$ cat src/rtl/cpu_ctrl_pkg.sv
// Shared encodings for the core run controller: FSM states, host commands
// and halt causes.
package cpu_ctrl_pkg;

    typedef enum logic [2:0] {
        ST_IDLE  = 3'd0,
        ST_LOAD  = 3'd1,
        ST_PAUSE = 3'd2,
        ST_RUN   = 3'd3,
        ST_STEP  = 3'd4,
        ST_DONE  = 3'd5
    } run_state_t;

    localparam logic [1:0] CMD_RELOAD = 2'b00;
    localparam logic [1:0] CMD_RUN    = 2'b01;
    localparam logic [1:0] CMD_STEP   = 2'b10;
    localparam logic [1:0] CMD_HALT   = 2'b11;

    localparam logic [1:0] CAUSE_NONE   = 2'b00;
    localparam logic [1:0] CAUSE_SELF   = 2'b01;
    localparam logic [1:0] CAUSE_BUDGET = 2'b10;
    localparam logic [1:0] CAUSE_HOST   = 2'b11;

endpackage

$ cat src/rtl/run_budget_counter.sv
// Saturating count of PC-enabled cycles. Raises hit on the cycle whose
// increment would make the count equal a nonzero budget.
module run_budget_counter #(
    parameter int CW = 16
) (
    input  logic          clk,
    input  logic          reset,
    input  logic          clr,
    input  logic          en,
    input  logic [CW-1:0] max,
    output logic [CW-1:0] count,
    output logic          hit
);

    logic [CW:0] count_inc;

    // Stick at all-ones rather than wrapping back to zero.
    function automatic logic [CW-1:0] sat_inc(input logic [CW-1:0] v);
        return (&v) ? v : v + CW'(1);
    endfunction

    // Extra bit keeps an all-ones count from aliasing onto a small budget.
    assign count_inc = {1'b0, count} + (CW+1)'(1);
    assign hit       = (max != '0) && (count_inc == {1'b0, max});

    // Clear has priority so re-entering IDLE always starts from zero.
    always_ff @(posedge clk or negedge reset) begin
        if (!reset)
            count <= '0;
        else if (clr)
            count <= '0;
        else if (en)
            count <= sat_inc(count);
    end

endmodule

$ cat src/rtl/cpu_run_ctrl.sv
// Run controller for the single-cycle core: streams a program into the
// instruction memory, holds the core in reset while loading, gates the PC
// enable and stops the core on host HALT, a jump-to-self or an exhausted budget.
module cpu_run_ctrl
    import cpu_ctrl_pkg::*;
#(
    parameter int NWORDS = 32,
    parameter int AW     = 5,
    parameter int CW     = 16
) (
    input  logic          clk,
    input  logic          reset,
    input  logic          ld_valid,
    input  logic [31:0]   ld_data,
    input  logic          ld_last,
    output logic          ld_ready,
    input  logic          cmd_valid,
    input  logic [1:0]    cmd,
    output logic          cmd_ready,
    input  logic [CW-1:0] max_cycles,
    input  logic [31:0]   pc,
    input  logic [31:0]   next_pc,
    output logic          imem_we,
    output logic [AW-1:0] imem_waddr,
    output logic [31:0]   imem_wdata,
    output logic          core_rst,
    output logic          pc_en,
    output logic [2:0]    state,
    output logic [CW-1:0] cycle_count,
    output logic          halted,
    output logic [1:0]    halt_cause
);

    localparam logic [AW-1:0] LAST_ADDR = AW'(NWORDS - 1);

    run_state_t    state_q, state_d;
    logic [AW-1:0] wr_ptr;
    logic [1:0]    cause_d;
    logic          ld_acc, cmd_acc, selfloop, budget_hit, enter_idle;

    // Moore outputs; reset low forces the core into reset and freezes the PC
    // without waiting for the state register.
    assign ld_ready  = (state_q == ST_IDLE) || (state_q == ST_LOAD);
    assign cmd_ready = (state_q == ST_PAUSE) || (state_q == ST_RUN) || (state_q == ST_DONE);
    assign core_rst  = !reset || (state_q == ST_IDLE) || (state_q == ST_LOAD);
    assign pc_en     = reset && ((state_q == ST_RUN) || (state_q == ST_STEP));
    assign halted    = (state_q == ST_DONE);
    assign state     = state_q;

    assign ld_acc     = ld_valid && ld_ready;
    assign cmd_acc    = cmd_valid && cmd_ready;
    assign selfloop   = (next_pc == pc);
    assign enter_idle = (state_d == ST_IDLE) && (state_q != ST_IDLE);

    // The write lands at the same edge that accepts the word.
    assign imem_we    = ld_acc;
    assign imem_waddr = wr_ptr;
    assign imem_wdata = ld_data;

    run_budget_counter #(.CW(CW)) u_budget (
        .clk   (clk),
        .reset (reset),
        .clr   (enter_idle),
        .en    (pc_en),
        .max   (max_cycles),
        .count (cycle_count),
        .hit   (budget_hit)
    );

    // Next state and halt cause; automatic halts outrank host commands.
    always_comb begin
        state_d = state_q;
        cause_d = halt_cause;
        case (state_q)
            ST_IDLE, ST_LOAD: begin
                if (ld_acc)
                    state_d = (ld_last || (wr_ptr == LAST_ADDR)) ? ST_PAUSE : ST_LOAD;
            end
            ST_PAUSE: begin
                if (cmd_acc) begin
                    case (cmd)
                        CMD_RUN:  state_d = ST_RUN;
                        CMD_STEP: state_d = ST_STEP;
                        CMD_HALT: begin
                            state_d = ST_DONE;
                            cause_d = CAUSE_HOST;
                        end
                        default:  state_d = ST_IDLE;
                    endcase
                end
            end
            ST_RUN, ST_STEP: begin
                if (selfloop) begin
                    state_d = ST_DONE;
                    cause_d = CAUSE_SELF;
                end else if (budget_hit) begin
                    state_d = ST_DONE;
                    cause_d = CAUSE_BUDGET;
                end else if (state_q == ST_STEP) begin
                    state_d = ST_PAUSE;
                end else if (cmd_acc && (cmd == CMD_HALT)) begin
                    state_d = ST_PAUSE;
                end else if (cmd_acc && (cmd == CMD_RELOAD)) begin
                    state_d = ST_IDLE;
                end
            end
            ST_DONE: begin
                if (cmd_acc && (cmd == CMD_RELOAD))
                    state_d = ST_IDLE;
            end
            default: state_d = ST_IDLE;
        endcase
        if (enter_idle)
            cause_d = CAUSE_NONE;
    end

    // State, halt cause and load pointer; the pointer holds at the last word.
    always_ff @(posedge clk or negedge reset) begin
        if (!reset) begin
            state_q    <= ST_IDLE;
            halt_cause <= CAUSE_NONE;
            wr_ptr     <= '0;
        end else begin
            state_q    <= state_d;
            halt_cause <= cause_d;
            if (enter_idle)
                wr_ptr <= '0;
            else if (ld_acc && (wr_ptr != LAST_ADDR))
                wr_ptr <= wr_ptr + AW'(1);
        end
    end

endmodule

$ cat config.mk
export PLATFORM = sky130hd
export DESIGN_NAME = cpu_run_ctrl
export DESIGN_NICKNAME = d
export VERILOG_FILES = /design/src/rtl/cpu_ctrl_pkg.sv /design/src/rtl/run_budget_counter.sv /design/src/rtl/cpu_run_ctrl.sv
export SDC_FILE = /design/constraint.sdc
export NUM_CORES = 1
export LEC_CHECK = 0
export ABC_AREA = 1
export BUFFER_PORTS_ARGS = -buffer_cell sky130_fd_sc_hd__buf_2
export CAP_MARGIN = 0
export CORE_MARGIN = 2
export CORE_UTILIZATION = 37
export DETAILED_ROUTE_END_ITERATION = 6
export PLACE_DENSITY = 0.7
export SETUP_SLACK_MARGIN = 0.15
export SKIP_CTS_REPAIR_TIMING = 1
export SYNTH_ARGS = -nofsm -noshare
export SYNTH_HDL_FRONTEND = slang
export SYNTH_SLANG_ARGS = --single-unit
$ cat constraint.sdc
create_clock -name clk -period 5 [get_ports clk]
set_clock_uncertainty 0.05 [all_clocks]
set_input_delay 1 -clock clk [delete_from_list [all_inputs] [get_ports clk]]
set_output_delay 1 -clock clk [all_outputs]
set_load 0.02 [all_outputs]
-- Word-level counts from Yosys, hierarchy flattened
Cells that the tools add are included.
- latch bits: 0
- RAM bits: 0
- register bits after elaboration: 26
- ROM bits: 0
- memories: 0
- word-level logic and storage cells: 73
- bitwise gates (word level): 0
- reduce and logical (&&, ||, !) cells: 29
- mux-type cells: 21
- magnitude comparators: 0
- div/mod/pow operators: 0
- shift operators: 0
- eq/ne operators: 16
- add/subtract/negate cells: 3
- multipliers: 0
- operators by type and width (kind ; number):
    2-to-1 mux 16 bit ; 3
    equality test 32 bit ; 1
    2-to-1 mux 3 bit ; 7
    adder 16 x 1 -> 17 bit (second input constant) ; 1
    equality test 17 x 16 -> 1 bit ; 1
    adder 16 x 1 -> 16 bit (second input constant) ; 1
    AND reduction 16 bit ; 1
    nonzero test 16 bit ; 1
    2-to-1 mux 2 bit ; 6
    case mux 3 bit (4 select lines) ; 1
    2-to-1 mux 5 bit ; 2
    case mux 3 bit (3 select lines) ; 1
    logical AND 1 bit ; 8
    logical OR 1 bit ; 7
    equality test 3 x 2 -> 1 bit (second input constant) ; 2
    equality test 3 bit (second input constant) ; 2
    logical NOT 3 bit ; 2
    nonzero test 3 bit ; 2
    adder 5 x 1 -> 5 bit (second input constant) ; 1
    equality test 5 bit (second input constant) ; 1
    inequality test 5 bit (second input constant) ; 1
    equality test 2 bit (second input constant) ; 2
    inequality test 4 bit (second input constant) ; 1
    case mux 2 bit (2 select lines) ; 1
    other kinds (11) ; 13

-- Depth between registers and ports, before layout
Gate-level depths: netlist (run 1).
- word-level depth: 15
- depth in mapped cells: 19
- gate-level depth less buffers: 19

-- Hierarchy
From an unflattened synthesis (run 1), not the netlist that was laid out.
- cell total of the unflattened synthesis: 465
- area total of the unflattened synthesis: 2946.6 um^2
- modules (own cells, without submodules) (module ; area an instance (um^2) ; instances ; cells each):
    run_budget_counter ; 1525.2 ; 1 ; 236
    cpu_run_ctrl ; 1421.4 ; 1 ; 229

-- Worst setup path before layout (run 1)
Ideal clock, no wire load.
- path type: input to register
- start: input port pc[24]
- end: register u_budget.count[11]
- cell stages on the path: 12
- arrival time: 2.277 ns
- buffers on the path: 1
- slack: 2.551 ns
- required time: 4.827 ns
- cells stage by stage: xor2_1 -> nor3_1 -> nand3_1 -> nor2_1 -> nand2_1 -> nand2_1 -> nor2_1 -> a21oi_2 -> nand3_2 -> nor2_4 -> buf_8 -> nor2_2
- word-level cells in the longest chain between the ends: 7
- RTL lines (element ; RTL line ; RTL):
    start: declaration ; cpu_run_ctrl.sv:21 ; input logic [31:0] pc,
    equality test 32 bit * ; cpu_run_ctrl.sv:52 ; assign selfloop = (next_pc == pc);
    2-to-1 mux 3 bit * ; cpu_run_ctrl.sv:93 ; if (selfloop) begin
    case mux 3 bit (4 select lines) * ; cpu_run_ctrl.sv:74 ; case (state_q)
    logical NOT 3 bit * ; cpu_run_ctrl.sv:53 ; assign enter_idle = (state_d == ST_IDLE) && (state_q != ST_IDLE);
    logical AND 1 bit * ; cpu_run_ctrl.sv:53 ;
    inequality test 2 bit (no source line) or nonzero test 2 bit (tied branches) ; n/a ;
    AND reduction 2 bit (no source line) ; n/a ;
    end signal: assignment ; run_budget_counter.sv:33 ; count <= sat_inc(count);
    end: declaration ; run_budget_counter.sv:11 ; output logic [CW-1:0] count,
Every way passes the cells marked *; elsewhere a longest branch is shown, timed or not.
A chain may end at the register's enable or synchronous reset.

-- Final worst setup path (run 1)
- start: register u_budget.count[0]
- end: register wr_ptr[2] (netlist: imem_waddr[2])
- word-level cells in the longest chain between the ends: 9
- RTL lines (element ; RTL line ; RTL):
    adder 16 x 1 -> 17 bit * ; run_budget_counter.sv:23 ; assign count_inc = {1'b0, count} + (CW+1)'(1);
    equality test 17 x 16 -> 1 bit * ; run_budget_counter.sv:24 ; assign hit = (max != '0) && (count_inc == {1'b0, max});
    logical AND 1 bit * ; run_budget_counter.sv:24 ;
    2-to-1 mux 3 bit * ; cpu_run_ctrl.sv:96 ; end else if (budget_hit) begin
    2-to-1 mux 3 bit * ; cpu_run_ctrl.sv:93 ;
    case mux 3 bit (4 select lines) * ; cpu_run_ctrl.sv:74 ;
    logical NOT 3 bit * ; cpu_run_ctrl.sv:53 ;
    logical AND 1 bit * ; cpu_run_ctrl.sv:53 ;
    2-to-1 mux 5 bit or nonzero test 2 bit (tied branches) ; n/a ;
    end signal: assignment ; cpu_run_ctrl.sv:129 ; wr_ptr <= wr_ptr + AW'(1);
    end: declaration ; cpu_run_ctrl.sv:37 ; logic [AW-1:0] wr_ptr;
Marked as above.

==> flow_summary.json, run 1 <==
{
  "antenna_found_initial": 0,
  "diodes": 0,
  "fin_crit_sh_pct": 62.69,
  "fmax_mhz": 319.0,
  "synth_edf_count": 0,
  "netlist-cell-type-count": 34,
  "crit-reg2reg-capture": "imem_waddr[2]",
  "drv_slew": 0,
  "total_power_w": 0.001373,
  "yosys_warnings": 0,
  "routabilityCongestion": 0.9457,
  "crit_top_cell": "nand2_1",
  "ant_nets": 0,
  "dr.first_iter.drc_count": 141,
  "portBuffers": 118,
  "fin_crit_ns": 3.135,
  "holdPathEnd": "halt_cause[0]",
  "r2r_start": "u_budget.count[0]",
  "wire_per_inst_um": 12.03,
  "clkLatencyLatePin_ns": 0.26,
  "required_ns": 5.07,
  "multi_input_area_mm2": 0.001912,
  "cp_cell_sequence": "ha_1 -> nand2_1 -> nor2_2 -> nand3_1 -> nand2_1 -> nand2_1 -> nand2_1 -> nand2_1 -> nor2_1 -> nand2_1 -> nor2_1 -> nand2_1 -> a21oi_2 -> nand3_2 -> nor2_4 -> nor2_1",
  "cts_made_buffers": 3,
  "end_kind": "flip-flop",
  "peakVddDrop_v": 0.0002327,
  "critical_path.max_fanout": 23,
  "route.vias.total": 3339,
  "cts-htree-levels": 1,
  "cts_sinks": 26,
  "grt_max_degree": 29,
  "hpwlAfterDp_mm": 7.051,
  "hold_depth": 2,
  "leakage_nw": 1.946,
  "hp-class": "reg -> reg",
  "die_h_um": 95.32,
  "clk_pin_slew_worst_paths_ns": 0.08,
  "slew_headroom_pct": 40.05,
  "ff2ff_path_depth": 16,
  "drc": 0,
  "cts_tree": "built",
  "cp.arrival_ns": 3.21,
  "ys.flop_type": "dfrtp_1",
  "tightest_slew_ns": 0.8983,
  "rrSetupSlack_ns": 1.87,
  "dieArea_mm2": 0.009086,
  "seq_area_frac_synth_pct": 21.09,
  "ys_ff_latch": 26,
  "placementRows": 33,
  "netlist_area_mm2": 0.003085,
  "cp.buffers_inverters": 0,
  "gr-total-overflow": 0,
  "worstHoldStart": "halt_cause[0]",
  "postSynthCellCount": 501,
  "root_buffer": "clkbuf_8",
  "cap_violations": 0,
  "rsz0062_at_grt": "false",
  "clockBufferDepth": 2,
  "drtPass1Iterations": 5,
  "start_util_pct": 37.93,
  "crit_slowest_cell": "dfrtp_1",
  "grt_pass1_vias": 3102,
  "track_usage_pct": 18.70,
  "regArea_um2": 650.6,
  "final_hold_viol_count": 0,
  "fin_setup_tns_ns": 0,
  "drive_above_1_share_pct": 26.03,
  "critPathTopFamily": "simple AND/OR/NAND/NOR gates",
  "via_per_inst": 4.846,
  "fin_nets": 708,
  "syn_to_final_growth_pct": 15.33,
  "drt-total-wl_mm": 8.292,
  "core_mm2": 0.008134,
  "setup_viol": 0,
  "syn-num-nets": 623,
  "start_kind": "flip-flop",
  "cellPowerDensity_mw_per_mm2": 385.7,
  "ios": 183,
  "synthesis.area_per_instance_um2": 6.159,
  "timing.setup.critical_path_class": "reg -> reg",
  "die_w_um": 95.32,
  "crit_path_max_incr_delay_ns": 0.54,
  "n_fill_cell": 854,
  "grt_pass1_wl_mm": 13.87,
  "async_flop_share_pct": 100.0,
  "status": "complete, no violations"
}
[synth_stat cells, drive strengths merged, types with 5 or more instances]
library cell	n	area, um^2
buf	37	286.5
xor2	21	183.9
xnor2	10	87.58
nor3	8	40.04
inv	62	232.7
nand2	125	481.7
nand3	58	305.3
or2	5	31.28
o21ai	22	110.1
nand4	11	68.82
dfrtp	26	650.6
nor2	96	429.2
[flip-flops by register name (all words and copies together) (netlist names)]
| signal | cells |
|---|---|
| halt_cause | 2 |
| state | 3 |
| u_budget.count | 16 |
| imem_waddr | 5 |
[layer usage]
metal	GRT usage (%)	vias to the layer above	routed length [um]
met5	0	-	0
met4	4.952	0	142
met3	1.818	20	617
met2	32.45	129	3976
met1	24.78	1469	3556
li1	-	1721	-
[cell type report]
type	instances	area share, %
clock buffers	3	1.160
multi-input cells	375	53.73
repair buffers	118	16.60
well taps	105	3.692
inverters	62	6.540
flip-flops and latches	26	18.28
[power breakdown]
part	switching (W)	internal (W)
registers	0.000136	0.000288
logic	0.000540	0.000298
clock network	0.0000568	0.0000537
[per-stage QoR]
step	std cells	hold WS [ns]	setup slack [ns]	cell area, um^2	utilization, %
after floorplan	501	0.6044	2.551	3085	-
after global placement	686	0.5011	1.980	3517	43.24
after detailed placement	686	0.4961	1.846	3517	43.24
after CTS	689	0.5153	1.878	3558	43.75
after global routing	689	0.5792	1.552	3558	43.75
final	689	0.5150	1.865	3558	43.75
[worst max path at each step]
stage                            startpoint            endpoint  slack [ns]  cells past startpoint
after floorplan                      pc[24]  u_budget.count[11]        2.55                     12
after global placement               pc[12]   u_budget.count[3]        1.98                     13
after detailed placement              reset  u_budget.count[13]        1.85                      6
after CTS                 u_budget.count[0]   u_budget.count[2]        1.88                     16
after global routing      u_budget.count[0]       imem_waddr[4]        1.55                     16
final                     u_budget.count[0]       imem_waddr[2]        1.87                     16
[placed cells by master (no fill, tap or decap), types with 3 or more instances in the layout]
master | netlist | layout
a21oi_1 | 3 | 3
o21ai_0 | 22 | 22
nor2_2 | 15 | 15
nand3_2 | 3 | 3
nand3_1 | 55 | 55
dfrtp_1 | 26 | 26
or2_2 | 5 | 5
xor2_1 | 21 | 21
nor3_1 | 8 | 8
nand4_1 | 11 | 11
nand3b_1 | 4 | 4
clkbuf_8 | 0 | 3
buf_2 | 1 | 118
ha_1 | 3 | 3
inv_1 | 61 | 61
nor2_1 | 78 | 78
xnor2_1 | 10 | 10
nand2_1 | 122 | 122
[kinds of logic after synthesis]
| group | Yosys count | synth area share (%) |
|---|---|---|
| fa+ha+maj | 3 | 1.217 |
| flops | 26 | 21.09 |
| xor+xnor | 32 | 9.570 |
| simple gates | 308 | 45.13 |
| mux | 2 | 0.6488 |
| compound gates | 30 | 5.394 |
| buf+inv | 100 | 16.95 |
[tightest hold or removal path: cells and delay by family (launching register included)]
family,cells,cell delay (ns)
simple gates,1,0.09
flops,1,0.36
compound gates,1,0.08
No activity file was read; power rests on OpenSTA's default activity.
==> run 2, diff against run 1 <==
--- a/config.mk
+++ b/config.mk
@@ -5,13 +5,13 @@
 export SDC_FILE = /design/constraint.sdc
 export NUM_CORES = 1
 export LEC_CHECK = 0
-export ABC_AREA = 1
+export ABC_AREA = 0
 export BUFFER_PORTS_ARGS = -buffer_cell sky130_fd_sc_hd__buf_2
 export CAP_MARGIN = 0
 export CORE_MARGIN = 2
 export CORE_UTILIZATION = 37
 export DETAILED_ROUTE_END_ITERATION = 6
-export PLACE_DENSITY = 0.7
+export PLACE_DENSITY = 0.74
 export SETUP_SLACK_MARGIN = 0.15
 export SKIP_CTS_REPAIR_TIMING = 1
 export SYNTH_ARGS = -nofsm -noshare
==> constraint.sdc (replaced) <==
create_clock -name clk -period 2.64 [get_ports clk]
set_clock_uncertainty 0.05 [all_clocks]
set_input_delay 0.528 -clock clk [delete_from_list [all_inputs] [get_ports clk]]
set_output_delay 0.528 -clock clk [all_outputs]
set_load 0.02 [all_outputs]
==> run 2 against run 1 <==
Effect of this change: the flow now finishes with violations (negative setup slack); cell area grew 4.5%; die area decreased by 7.8%; power rose by 67%; wire length is 0.99% higher; combinational power increased by 71%; highest routed layer unchanged.
==> flow_summary.json, run 2 <==
{
  "status": "finished, violations left",
  "violations": "negative setup slack",
  "routabilityCongestion": 0.8516,
  "wire_per_inst_um": 15.89,
  "rsz0062_at_grt": "true",
  "peakVddDrop_v": 0.0003457,
  "clkLatencyLatePin_ns": 0.27,
  "synth_top_area_share_pct": 22.96,
  "synthesis.area_per_instance_um2": 8.801,
  "root_buffer": "clkbuf_8",
  "cts_tree": "built",
  "cellPowerDensity_mw_per_mm2": 617.9,
  "gr-total-overflow": 0,
  "start_kind": "flip-flop",
  "final_area_mm2": 0.003719,
  "drc": 0,
  "syn_to_final_growth_pct": 31.21,
  "grt_max_degree": 23,
  "cap_violations": 0,
  "hpwlAfterDp_mm": 6.621,
  "clockPowerShare_pct": 14.5,
  "total_power_w": 0.002298,
  "drive_above_1_share_pct": 49.30,
  "async_flop_share_pct": 100.0,
  "fin_ws_ns": -0.02273,
  "clockBufferDepth": 2,
  "final_cell_mix": "118 x buf_2, 58 x xnor2_1, 29 x buf_4",
  "internal-power_w": 0.001305,
  "antenna_found_initial": 0,
  "cp_cell_sequence": "ha_4 -> buf_4 -> xnor2_2 -> o22a_1 -> nand3_2 -> nor4_4 -> a31oi_4 -> a221oi_4 -> buf_6 -> clkbuf_16 -> a21oi_2",
  "ys_ff_latch": 26,
  "tightest_slew_ns": 0.6850,
  "drt-total-wl_mm": 8.374,
  "drv_slew": 0,
  "synth_edf_count": 0,
  "required_ns": 2.75,
  "crit_slowest_cell": "dfrtp_2",
  "yosys_warnings": 0,
  "cts_made_buffers": 3,
  "switching_power_w": 0.0009925,
  "largest_reg_flops": 16,
  "core_mm2": 0.007331,
  "combPwrFrac_pct": 62.3,
  "synth_fa_ha_area_share_pct": 1.325,
  "die_w_um": 91.52,
  "crit_path_max_incr_delay_ns": 0.48,
  "regArea_um2": 663.1,
  "grt_pass1_vias": 2727,
  "final_hold_viol_count": 0,
  "dieArea_mm2": 0.008375,
  "synthMuxAreaShare_pct": 2.163,
  "pwr-share-seq_pct": 23.2,
  "fin_crit_ns": 2.663,
  "netlist_area_mm2": 0.002834,
  "synth-simple-area-share_pct": 20.57,
  "dr.first_iter.drc_count": 181,
  "timing.setup.critical_path_class": "reg -> reg",
  "route.vias.total": 2767,
  "die_h_um": 91.52,
  "yosysMostFrequentCell": "xnor2_1",
  "rrSetupSlack_ns": -0.02,
  "synthXorXnorAreaFrac_pct": 22.12,
  "start_util_pct": 38.66,
  "dpl-instance-area_mm2": 0.003430,
  "drtPass1Iterations": 4,
  "n_fill_cell": 666,
  "grt_pass1_wl_mm": 12.77,
  "seq_area_frac_synth_pct": 22.96,
  "cts_sinks": 26,
  "regMostFlops": "u_budget.count",
  "setup_viol": 15,
  "ant_nets": 0,
  "multi_input_area_mm2": 0.001913,
  "synthTopCellsByCount": "60 x xnor2_1, 34 x buf_4, 26 x dfrtp_1",
  "diodes": 0,
  "fmax_mhz": 375.6,
  "critical_path.max_fanout": 6,
  "slew_headroom_pct": 53.75,
  "fin_nets": 551,
  "track_usage_pct": 18.46,
  "synth-compound-area-share_pct": 17.31,
  "portBuffers": 118,
  "fin_crit_sh_pct": 100.9,
  "synth_top_family_by_area": "XOR/XNOR gates",
  "syn-num-nets": 444,
  "ys.flop_type": "dfrtp_1",
  "netlist-cell-type-count": 57,
  "postSynthCellCount": 322,
  "hp-class": "in -> async",
  "yosys.area.top_type": "dfrtp_1",
  "cp.arrival_ns": 2.77,
  "final_common_cell": "buf_2",
  "cts-htree-levels": 1,
  "switching_share_pct": 43.20,
  "placementRows": 31,
  "via_per_inst": 5.250,
  "ios": 183,
  "synth.area.top_cells": "dfrtp_1 23%, xnor2_1 19%, buf_4 9.0%",
  "leakage_nw": 1.585,
  "end_kind": "flip-flop",
  "clk_pin_slew_worst_paths_ns": 0.10
}
==> run 2: cell count changes after synthesis, moves of 10 or more <==
cell,before,now
nor2_2,15,0
xnor2_1,10,60
nand2_1,122,13
o21ai_0,22,12
nor2_1,78,13
xor2_1,21,9
nand3_1,55,5
inv_1,61,7
a21oi_1,3,17
==> run 2: cells by family (layout without fill, tap and decap cells) <==
family / Yosys count / after routing
xor+xnor: 70 / 70
flops: 26 / 26
buf+inv: 58 / 164
compound gates: 65 / 65
fa+ha+maj: 3 / 3
mux: 6 / 6
simple gates: 94 / 94
==> run 2: power by group through the flow <==
stage / combinational, W / sequential (W) / clock, W
global placement: 0.00117 / 0.000535 / 0
detailed placement: 0.00120 / 0.000537 / 0
finish: 0.00143 / 0.000532 / 0.000333
CTS: 0.00120 / 0.000533 / 0.000334
global route: 0.00154 / 0.000544 / 0.000349
floorplan: 0.000794 / 0.000626 / 0
==> run 2: per-layer routing <==
layer | vias up | GRT usage (%) | share of wire [%]
li1 | 1327 | - | -
met1 | 1285 | 21.92 | 38
met2 | 131 | 33.76 | 53
met3 | 24 | 2.988 | 7.1
met4 | 0 | 5.556 | 2.4
met5 | - | 0 | 0
==> run 2: final timing paths <==
kind / end / depth (start not counted) / startpoint
max: u_budget.count[12] / 11 / u_budget.count[1]
min: u_budget.count[6] / 1 / reset
max reg2reg: u_budget.count[12] / 11 / u_budget.count[1]
min reg2reg: halt_cause[0] / 2 / halt_cause[0]
max in group asynchronous: u_budget.count[10] / 2 / reset
min in group clk: halt_cause[0] / 2 / halt_cause[0]
==> run 2: area by class of cell <==
type,count,share of cell area (%)
timing repair buffer,153,24.76
multi-input combinational,238,51.45
sequential,26,17.83
clock buffer,3,1.110
tap,99,3.331
clock inverter,1,0.8075
inverter,7,0.7066
==> run 2: critical path: cells and delay by family (launching register included) <==
kind / cells / cell delay [ns]
AO/OA/AOI/OAI: 4 / 0.73
buffers and inverters: 3 / 0.49
flip-flops: 1 / 0.48
AND/OR/NAND/NOR: 2 / 0.48
adder cells (fa/ha/maj): 1 / 0.20
XOR/XNOR: 1 / 0.12
==> run 2: per-stage QoR <==
step	hold slack, ns	cells	util, %	setup slack, ns	setup TNS, ns
final	0.08116	527	50.73	-0.02273	-0.1562
after detailed placement	0.3776	511	46.78	0.003613	0
after global placement	0.3711	511	46.78	0.03556	0
after floorplan	0.1824	322	-	0.01415	0
after CTS	0.08418	515	47.76	0.008163	0
after global routing	0.09131	527	50.73	-0.1015	-1.864
